[src/rtl/tmds_pkg.sv]
// tmds_pkg: TMDS control tokens and word-aligner states shared across the TMDS receive path
package tmds_pkg;
    localparam logic [9:0] kCtlToken0 = 10'h354;
    localparam logic [9:0] kCtlToken1 = 10'h0AB;
    localparam logic [9:0] kCtlToken2 = 10'h154;
    localparam logic [9:0] kCtlToken3 = 10'h2AB;

    typedef enum logic [2:0] {SEARCH, SLIP, SETTLE, ERROR, LOCKED} alignState_t;

    function automatic logic isCtlToken(input logic [9:0] word);
        return word == kCtlToken0 || word == kCtlToken1 || word == kCtlToken2 || word == kCtlToken3;
    endfunction
endpackage

[src/rtl/tmds_token_detect.sv]
// tmds_token_detect: registers the raw TMDS word and flags the four control tokens
module tmds_token_detect
    import tmds_pkg::*;
(
    input  logic       PixelClk,
    input  logic       aRst_n,
    input  logic [9:0] pRawWord,
    output logic [9:0] pDataOut,
    output logic       pIsToken
);
    always_ff @(posedge PixelClk or negedge aRst_n)
        if (!aRst_n) pDataOut <= '0;
        else pDataOut <= pRawWord;

    assign pIsToken = isCtlToken(pDataOut);
endmodule

[src/rtl/tmds_word_align.sv]
// tmds_word_align: slips the ISERDES word boundary until blanking tokens line up, then holds lock
module tmds_word_align
    import tmds_pkg::*;
#(
    parameter int kTokenCount    = 128,
    parameter int kSearchTimeout = 1048576,
    parameter int kSettleCycles  = 3,
    parameter int kMaxSlips      = 10,
    parameter int kLossTimeout   = 1048576
) (
    input  logic       PixelClk,
    input  logic       aRst_n,
    input  logic [9:0] pRawWord,
    input  logic       pRetrain,
    output logic       pBitslip,
    output logic [9:0] pDataOut,
    output logic       pAligned,
    output logic       pAlignErr,
    output logic [3:0] pSlipCount
);
    localparam int kRunW     = $clog2(kTokenCount + 1);
    localparam int kTimeoutW = $clog2(kSearchTimeout + 1);
    localparam int kSettleW  = $clog2(kSettleCycles + 1);
    localparam int kLossW    = $clog2(kLossTimeout + 1);
    localparam logic [kRunW-1:0]     kRunLock     = kRunW'(kTokenCount);
    localparam logic [kTimeoutW-1:0] kTimeoutLast = kTimeoutW'(kSearchTimeout - 1);
    localparam logic [kSettleW-1:0]  kSettleLast  = kSettleW'(kSettleCycles - 1);
    localparam logic [kLossW-1:0]    kLossLast    = kLossW'(kLossTimeout - 1);
    localparam logic [3:0]           kSlipLimit   = 4'(kMaxSlips);

    alignState_t          state;
    logic [kRunW-1:0]     runCount;
    logic [kTimeoutW-1:0] timeoutCount;
    logic [kSettleW-1:0]  settleCount;
    logic [kLossW-1:0]    lossCount;
    logic                 isToken;

    tmds_token_detect uDetect (
        .PixelClk(PixelClk),
        .aRst_n(aRst_n),
        .pRawWord(pRawWord),
        .pDataOut(pDataOut),
        .pIsToken(isToken)
    );

    // Counters compare their registered value, so every decision lags the detect flag by one cycle.
    always_ff @(posedge PixelClk or negedge aRst_n) begin
        if (!aRst_n) begin
            state        <= SEARCH;
            runCount     <= '0;
            timeoutCount <= '0;
            settleCount  <= '0;
            lossCount    <= '0;
            pBitslip     <= 1'b0;
            pAligned     <= 1'b0;
            pAlignErr    <= 1'b0;
            pSlipCount   <= '0;
        end else if (pRetrain) begin
            state        <= SEARCH;
            runCount     <= '0;
            timeoutCount <= '0;
            lossCount    <= '0;
            pBitslip     <= 1'b0;
            pAligned     <= 1'b0;
        end else begin
            pBitslip <= 1'b0;
            case (state)
                SEARCH:
                    if (runCount == kRunLock) begin
                        state      <= LOCKED;
                        lossCount  <= '0;
                        pAligned   <= 1'b1;
                        pAlignErr  <= 1'b0;
                        pSlipCount <= '0;
                    end else if (timeoutCount == kTimeoutLast) begin
                        state      <= SLIP;
                        pBitslip   <= 1'b1;
                        pSlipCount <= (pSlipCount < kSlipLimit) ? pSlipCount + 4'd1 : pSlipCount;
                    end else begin
                        timeoutCount <= timeoutCount + 1'b1;
                        runCount     <= isToken ? runCount + 1'b1 : '0;
                    end
                SLIP: begin
                    state       <= (pSlipCount >= kSlipLimit) ? ERROR : SETTLE;
                    settleCount <= '0;
                end
                ERROR: begin
                    state       <= SETTLE;
                    settleCount <= '0;
                    pAlignErr   <= 1'b1;
                    pSlipCount  <= '0;
                end
                SETTLE:
                    if (settleCount == kSettleLast) begin
                        state        <= SEARCH;
                        runCount     <= '0;
                        timeoutCount <= '0;
                    end else begin
                        settleCount <= settleCount + 1'b1;
                    end
                LOCKED:
                    if (isToken) begin
                        lossCount <= '0;
                    end else if (lossCount == kLossLast) begin
                        state        <= SEARCH;
                        runCount     <= '0;
                        timeoutCount <= '0;
                        pAligned     <= 1'b0;
                    end else begin
                        lossCount <= lossCount + 1'b1;
                    end
                default: state <= SEARCH;
            endcase
        end
    end
endmodule
[config.mk]
export PLATFORM = sky130hd
export DESIGN_NAME = tmds_word_align
export DESIGN_NICKNAME = d
export VERILOG_FILES = /design/src/rtl/tmds_pkg.sv /design/src/rtl/tmds_token_detect.sv /design/src/rtl/tmds_word_align.sv
export SDC_FILE = /design/constraint.sdc
export NUM_CORES = 1
export LEC_CHECK = 0
export CORE_ASPECT_RATIO = 0.8
export CORE_MARGIN = 10
export CORE_UTILIZATION = 45
export DETAILED_ROUTE_END_ITERATION = 8
export SYNTH_ARGS = -nofsm -noshare
export SYNTH_HDL_FRONTEND = slang
export SYNTH_HIERARCHICAL = 1
export SYNTH_SLANG_ARGS = --single-unit
[constraint.sdc]
create_clock -name PixelClk -period 4.55 [get_ports PixelClk]
set_clock_uncertainty 0.05 [all_clocks]
set_input_delay 0.6825 -clock PixelClk [delete_from_list [all_inputs] [get_ports PixelClk]]
set_output_delay 0.6825 -clock PixelClk [all_outputs]
set_load 0.03 [all_outputs]
## Word-level counts from Yosys, hierarchy flattened

Index checks and enable logic that the tools add are counted.

| cells by class | value |
|---|---|
| $lt $le $gt $ge | 2 |
| equal/unequal tests | 24 |
| multiplexer cells | 45 |
| reductions and logical operators | 16 |
| bitwise logic cells | 1 |
| add/sub/neg operators | 5 |

Operators by type and width:

| operator | number |
|---|---|
| $mux W21 | 10 |
| $pmux W21 S3 | 1 |
| $mux W8 | 7 |
| $add A21 B1 Y21 const B | 2 |
| $eq A21 B20 Y1 const B | 2 |
| $pmux W21 S2 | 1 |
| $ne A3 B3 Y1 const B | 8 |
| $pmux W8 S3 | 1 |
| $eq A10 B10 Y1 const B | 2 |
| $mux W3 | 6 |
| $pmux W3 S5 | 1 |
| $mux W4 | 3 |
| $reduce_and A4 Y1 | 3 |
| $eq A10 B8 Y1 const B | 1 |
| $eq A10 B9 Y1 const B | 1 |
| $mux W1 | 10 |
| $reduce_and A3 Y1 | 3 |
| $add A8 B1 Y8 const B | 1 |
| $eq A8 B8 Y1 const B | 1 |
| $ne A4 B4 Y1 const B | 2 |
| $pmux W4 S2 | 1 |
| $eq A3 B2 Y1 const B | 2 |
| $reduce_and A6 Y1 | 1 |
| $add A4 B1 Y4 const B | 1 |
| 17 further kinds | 22 |

| storage, ports and cells | value |
|---|---|
| flip-flop bits (word level) | 72 |

## Longest topological paths before layout

| depth | value |
|---|---|
| depth after elaboration | 9 |
| mapped depth | 9 |

## Hierarchy

The synthesis kept the hierarchy.

By module, submodules not included:

| module | area an instance (µm²) | cells an instance | times used |
|---|---|---|---|
| tmds_word_align | 3,718.6 | 408 | 1 |
| tmds_token_detect | 306.5 | 17 | 1 |

## Least setup slack after synthesis

OpenSTA, ideal clock, no wires.

| timing | value |
|---|---|
| path type | reg-to-reg |
| start | register uDetect.pDataOut[1] |
| end | register runCount[7] |
| data arrival time | 2.315 ns |
| required time | 4.417 ns |
| clock period less this slack | 2.447 ns |
| path buffers | 1 |
| library setup time | 0.083 ns |
| setup slack | 2.103 ns |
| stages on the path, launching flop included | 8 |
| cell sequence | dfrtp_1 nor4b_2 nand3_1 o41ai_1 o211ai_1 clkbuf_1 or4_1 o21ai_0 |

| on the way | value |
|---|---|
| cells in the longest elaborated chain, start to end | 9 |

Ends and longest elaborated chain:

| item | line | source |
|---|---|---|
| start, declared | tmds_token_detect.sv:8 | `output logic [9:0] pDataOut,` |
| start signal, assigned | tmds_token_detect.sv:13 | `else pDataOut <= pRawWord;` |
| $eq A10 B10 Y1 / $eq A10 B8 Y1 (equally long branches) | tmds_pkg.sv:11 | `return word == kCtlToken0 \|\| word == kCtlToken1 \|\| word == kCtlToken2 \|\| word == kCtlToken3;` |
| $logic_or A1 B1 Y1 (2 in a row) | tmds_pkg.sv:11 |  |
| $logic_or A1 B1 Y1 (*) | tmds_pkg.sv:11 |  |
| named net isToken | tmds_word_align.sv:36 | `logic isToken;` |
| $mux W8 | tmds_word_align.sv:81 | `runCount <= isToken ? runCount + 1'b1 : '0;` |
| $mux W8 | tmds_word_align.sv:75 | `end else if (timeoutCount == kTimeoutLast) begin` |
| $mux W8 | tmds_word_align.sv:69 | `if (runCount == kRunLock) begin` |
| $pmux W8 S3 | tmds_word_align.sv:67 | `case (state)` |
| $mux W8 | tmds_word_align.sv:58 | `end else if (pRetrain) begin` |
| end signal, assigned | tmds_word_align.sv:81 |  |
| end, declared | tmds_word_align.sv:32 | `logic [kRunW-1:0] runCount;` |

Mark *: on every way through the listed nets, which the timed path passes. The rest lies on a longest branch. The select of a mux whose other input is x is not followed.
A chain may end at the register's enable or synchronous reset.

## Final worst setup path

| timing | value |
|---|---|
| start | register uDetect.pDataOut[1] |
| end | register lossCount[17] |

| on the way | value |
|---|---|
| cells in the longest elaborated chain, start to end | 7 |

Ends and longest elaborated chain:

| item | line | source |
|---|---|---|
| $eq A10 B10 Y1 / $eq A10 B8 Y1 (equally long branches) | tmds_pkg.sv:11 |  |
| $logic_or A1 B1 Y1 (2 in a row) | tmds_pkg.sv:11 |  |
| $logic_or A1 B1 Y1 (*) | tmds_pkg.sv:11 |  |
| named net isToken | tmds_word_align.sv:36 |  |
| $mux W21 | tmds_word_align.sv:102 | `if (isToken) begin` |
| $pmux W21 S2 | tmds_word_align.sv:67 |  |
| $mux W21 | tmds_word_align.sv:58 |  |
| end signal, assigned | tmds_word_align.sv:110 | `lossCount <= lossCount + 1'b1;` |
| end, declared | tmds_word_align.sv:35 | `logic [kLossW-1:0] lossCount;` |

Mark *: on every way through the listed nets, which the timed path passes. The rest lies on a longest branch.

==> results.cfg <==
[outcome]
status = complete, no violations

[floorplanning]
die_y_um = 105
initial_core_util_pct = 46.8
core_um2 = 8600
rows = 30
dieArea_um2 = 13200
ios = 30
die_w_um = 126

[power]
internal-power_uw = 989
seqPwrFrac_pct = 51.1
p_sw_share_pct = 23.9
switching_power_uw = 311
powerDensity_nw_per_um2 = 283
p_total_uw = 1300
combPwrFrac_pct = 6.8
vdd_drop_max_mv = 0.190
leakage_uw = 0.00195
clkPwrFrac_pct = 42.1

[global_route]
grt_usage_pct = 14.7
antenna_found_initial = 0
grt_max_degree = 73
grt.overflow.total = 0
grt_pass1_wl_um = 16300
first_global_vias = 3107

[cells_and_area]
area_growth_pct = 13.9
fin_cells = 562
final_nets = 466
antenna_cells = 0
drive_gt1_share_pct = 9.78

[clock_tree]
cts_hold_buf = 0
htree_levels = 3
cts_resized = 0
cts_sinks = 72
clock_path_buffers = 2
insertion_delay_ps = 360
cts_tree = done
cts_buffers = 9
post_cts_buffers = 0
clkTransAtPathRegs_ps = 80
root_buffer = clkbuf_8

[sta]
setup_slack_ps = 1460
slew_viol_final = 0
slew_headroom_pct = 31.4
setup_tns_ps = 0
finalHoldViolCount = 0
tightest_slew_ps = 1030
final-setup-viol-count = 0
fmax_ghz = 0.323
fin_crit_sh_pct = 68.0
rsz0062_at_grt = false
post-route-min-period_ps = 3090

[critical_path]
worstSetupStartpointType = register
cp_slowest_cell = o41ai_1
cp.arrival_ps = 3310
endpoint_kind = register
required_ps = 4770
crit_fanout = 13
path_cells = nor4b_2 > nand3_1 > o41ai_1 > or2_1 > nor3_2 > or4_1 > a22oi_1
slowest_delay_ps = 760
critical_path_class = register to register

[synthesis]
synth_nets = 445
netlist.area_leader.share_pct = 44.8
seq_area_frac_synth_pct = 44.8
yosysMostFrequentCell = dfrtp_1
synth_edf_count = 0
synth-seq-cells = 72
synth_cell_type_count = 62
netlist_instances = 425
synth_area_um2 = 4030
yosysWarningCount = 6
synthArstFlopShare_pct = 100
synth_area_leaders = dfrtp_1, o31ai_1, o21ai_0
avgSynthCellArea_um2 = 9.47
synth-main-ff-cell = dfrtp_1
yosysTopAreaCell = dfrtp_1
synthTopCellsByCount = dfrtp_1, o21ai_0, a31oi_1

[flow_run]
cap_violations = 0

[detailed_routing]
wire_per_inst_um = 17.2
vias = 3477
ant_nets = 0
drt_iter0_markers = 314
firstDrtPassIters = 5
wirelength_um = 9650
drcViolationCount = 0
via_per_inst = 6.19

[placed_design]
io_buffers = 29
placedCellCount = 547
post-place-ws_ps = 1250
place_congestion = 0.782
hpwl_um = 6610

[hold_path]
hold_class = input pin to asynchronous set/reset pin
-- sequential cells by signal (all words and copies together), names as in the netlist --
register / flops
lossCount: 21
timeoutCount: 21
uDetect/pDataOut: 10
runCount: 8
pSlipCount: 4
state: 3
settleCount: 2
pAlignErr: 1
pAligned: 1
pBitslip: 1
-- path summary, 6_finish.rpt --
path | from | end | slack (ps) | cells past startpoint
worst max-delay path | uDetect/pDataOut[1]$_DFF_PN0_ | lossCount[17]$_DFFE_PN0P_ | 1460 | 7
worst min-delay path | aRst_n | timeoutCount[8]$_DFFE_PN0P_ | 390 | 1
worst max register to register | uDetect/pDataOut[1]$_DFF_PN0_ | lossCount[17]$_DFFE_PN0P_ | 1460 | 7
worst min register to register | settleCount[1]$_DFFE_PN0P_ | settleCount[1]$_DFFE_PN0P_ | 430 | 2
max in group asynchronous | aRst_n | pSlipCount[2]$_DFFE_PN0P_ | 3450 | 1
min in group PixelClk | settleCount[1]$_DFFE_PN0P_ | settleCount[1]$_DFFE_PN0P_ | 430 | 2
-- worst max-delay path: cells and delay by family, from the launching register on --
family | cells | cell delay, ps
compound gates | 2 | 930
simple gates | 5 | 1620
flops | 1 | 400
-- per-stage QoR --
stage | util, % | cell area [µm²] | hold slack, ps
finish | 53.3 | 4580 | 395
floorplan | - | 4030 | 337
detailed placement | 50.9 | 4380 | 424
global route | 53.3 | 4580 | 466
global placement | 50.9 | 4380 | 421
CTS | 53.3 | 4580 | 436
-- area by class of cell --
cell class / instances / area, µm²
Clock buffer: 9 / 124
Inverter: 15 / 56.3
Tap cell: 112 / 140
Multi-Input combinational cell: 315 / 2060
Fill cell: 760 / 4010
Sequential cell: 72 / 1800
Clock inverter: 6 / 85.1
Timing Repair Buffer: 33 / 318
-- placed cells by master, fill, tap and decap left out, drive strengths merged, types with 3 or more instances in the layout --
master         count
dfrtp             72
o21ai             39
a31oi             29
nor2              28
clkdlybuf4s50     28
o31ai             26
nand2             21
nand3             19
inv               15
nor3              15
a21oi             14
nand4             13
and3              12
clkbuf             9
a21o               8
ha                 7
nand2b             7
o41ai              6
or4                6
a31o               5
buf                5
nor2b              4
a41oi              4
nor4               4
nor3b              3
o31a               3
nand3b             3
mux2               3
o211ai             3
or3                3
and2               3
-- cells by family (layout without fill, tap and decap cells) --
| kind of cell | after synthesis | count (layout) | share of synthesized area (%) |
|---|---|---|---|
| DFF | 72 | 72 | 44.8 |
| adders and majority gates | 7 | 7 | 2.18 |
| muxes | 4 | 4 | 1.09 |
| xor gates and xnor gates | 2 | 2 | 0.435 |
| AOI/OAI and AO/OA | 151 | 151 | 25.4 |
| and+or+nand+nor | 151 | 151 | 21.9 |
| buffers and inverters | 38 | 63 | 4.23 |
-- routing by layer --
layer | GRT usage [%] | vias up | share of wire, %
li1 | - | 1676 | -
met1 | 23.1 | 1674 | 53
met2 | 18.3 | 117 | 39
met3 | 4.34 | 10 | 7.0
met4 | 4.30 | 0 | 1.2
met5 | 0 | - | 0
-- power by group through the flow --
stage          registers (µW)  clock network (µW)  logic, µW
2_1_floorplan             688                   0       30.6
5_1_grt                   667                 593       98.1
4_1_cts                   664                 567       90.1
6_report                  664                 547       88.3
3_3_place_gp              676                   0       88.8
3_5_place_dp              677                   0       89.8
Power figures use the tool's default switching activity.
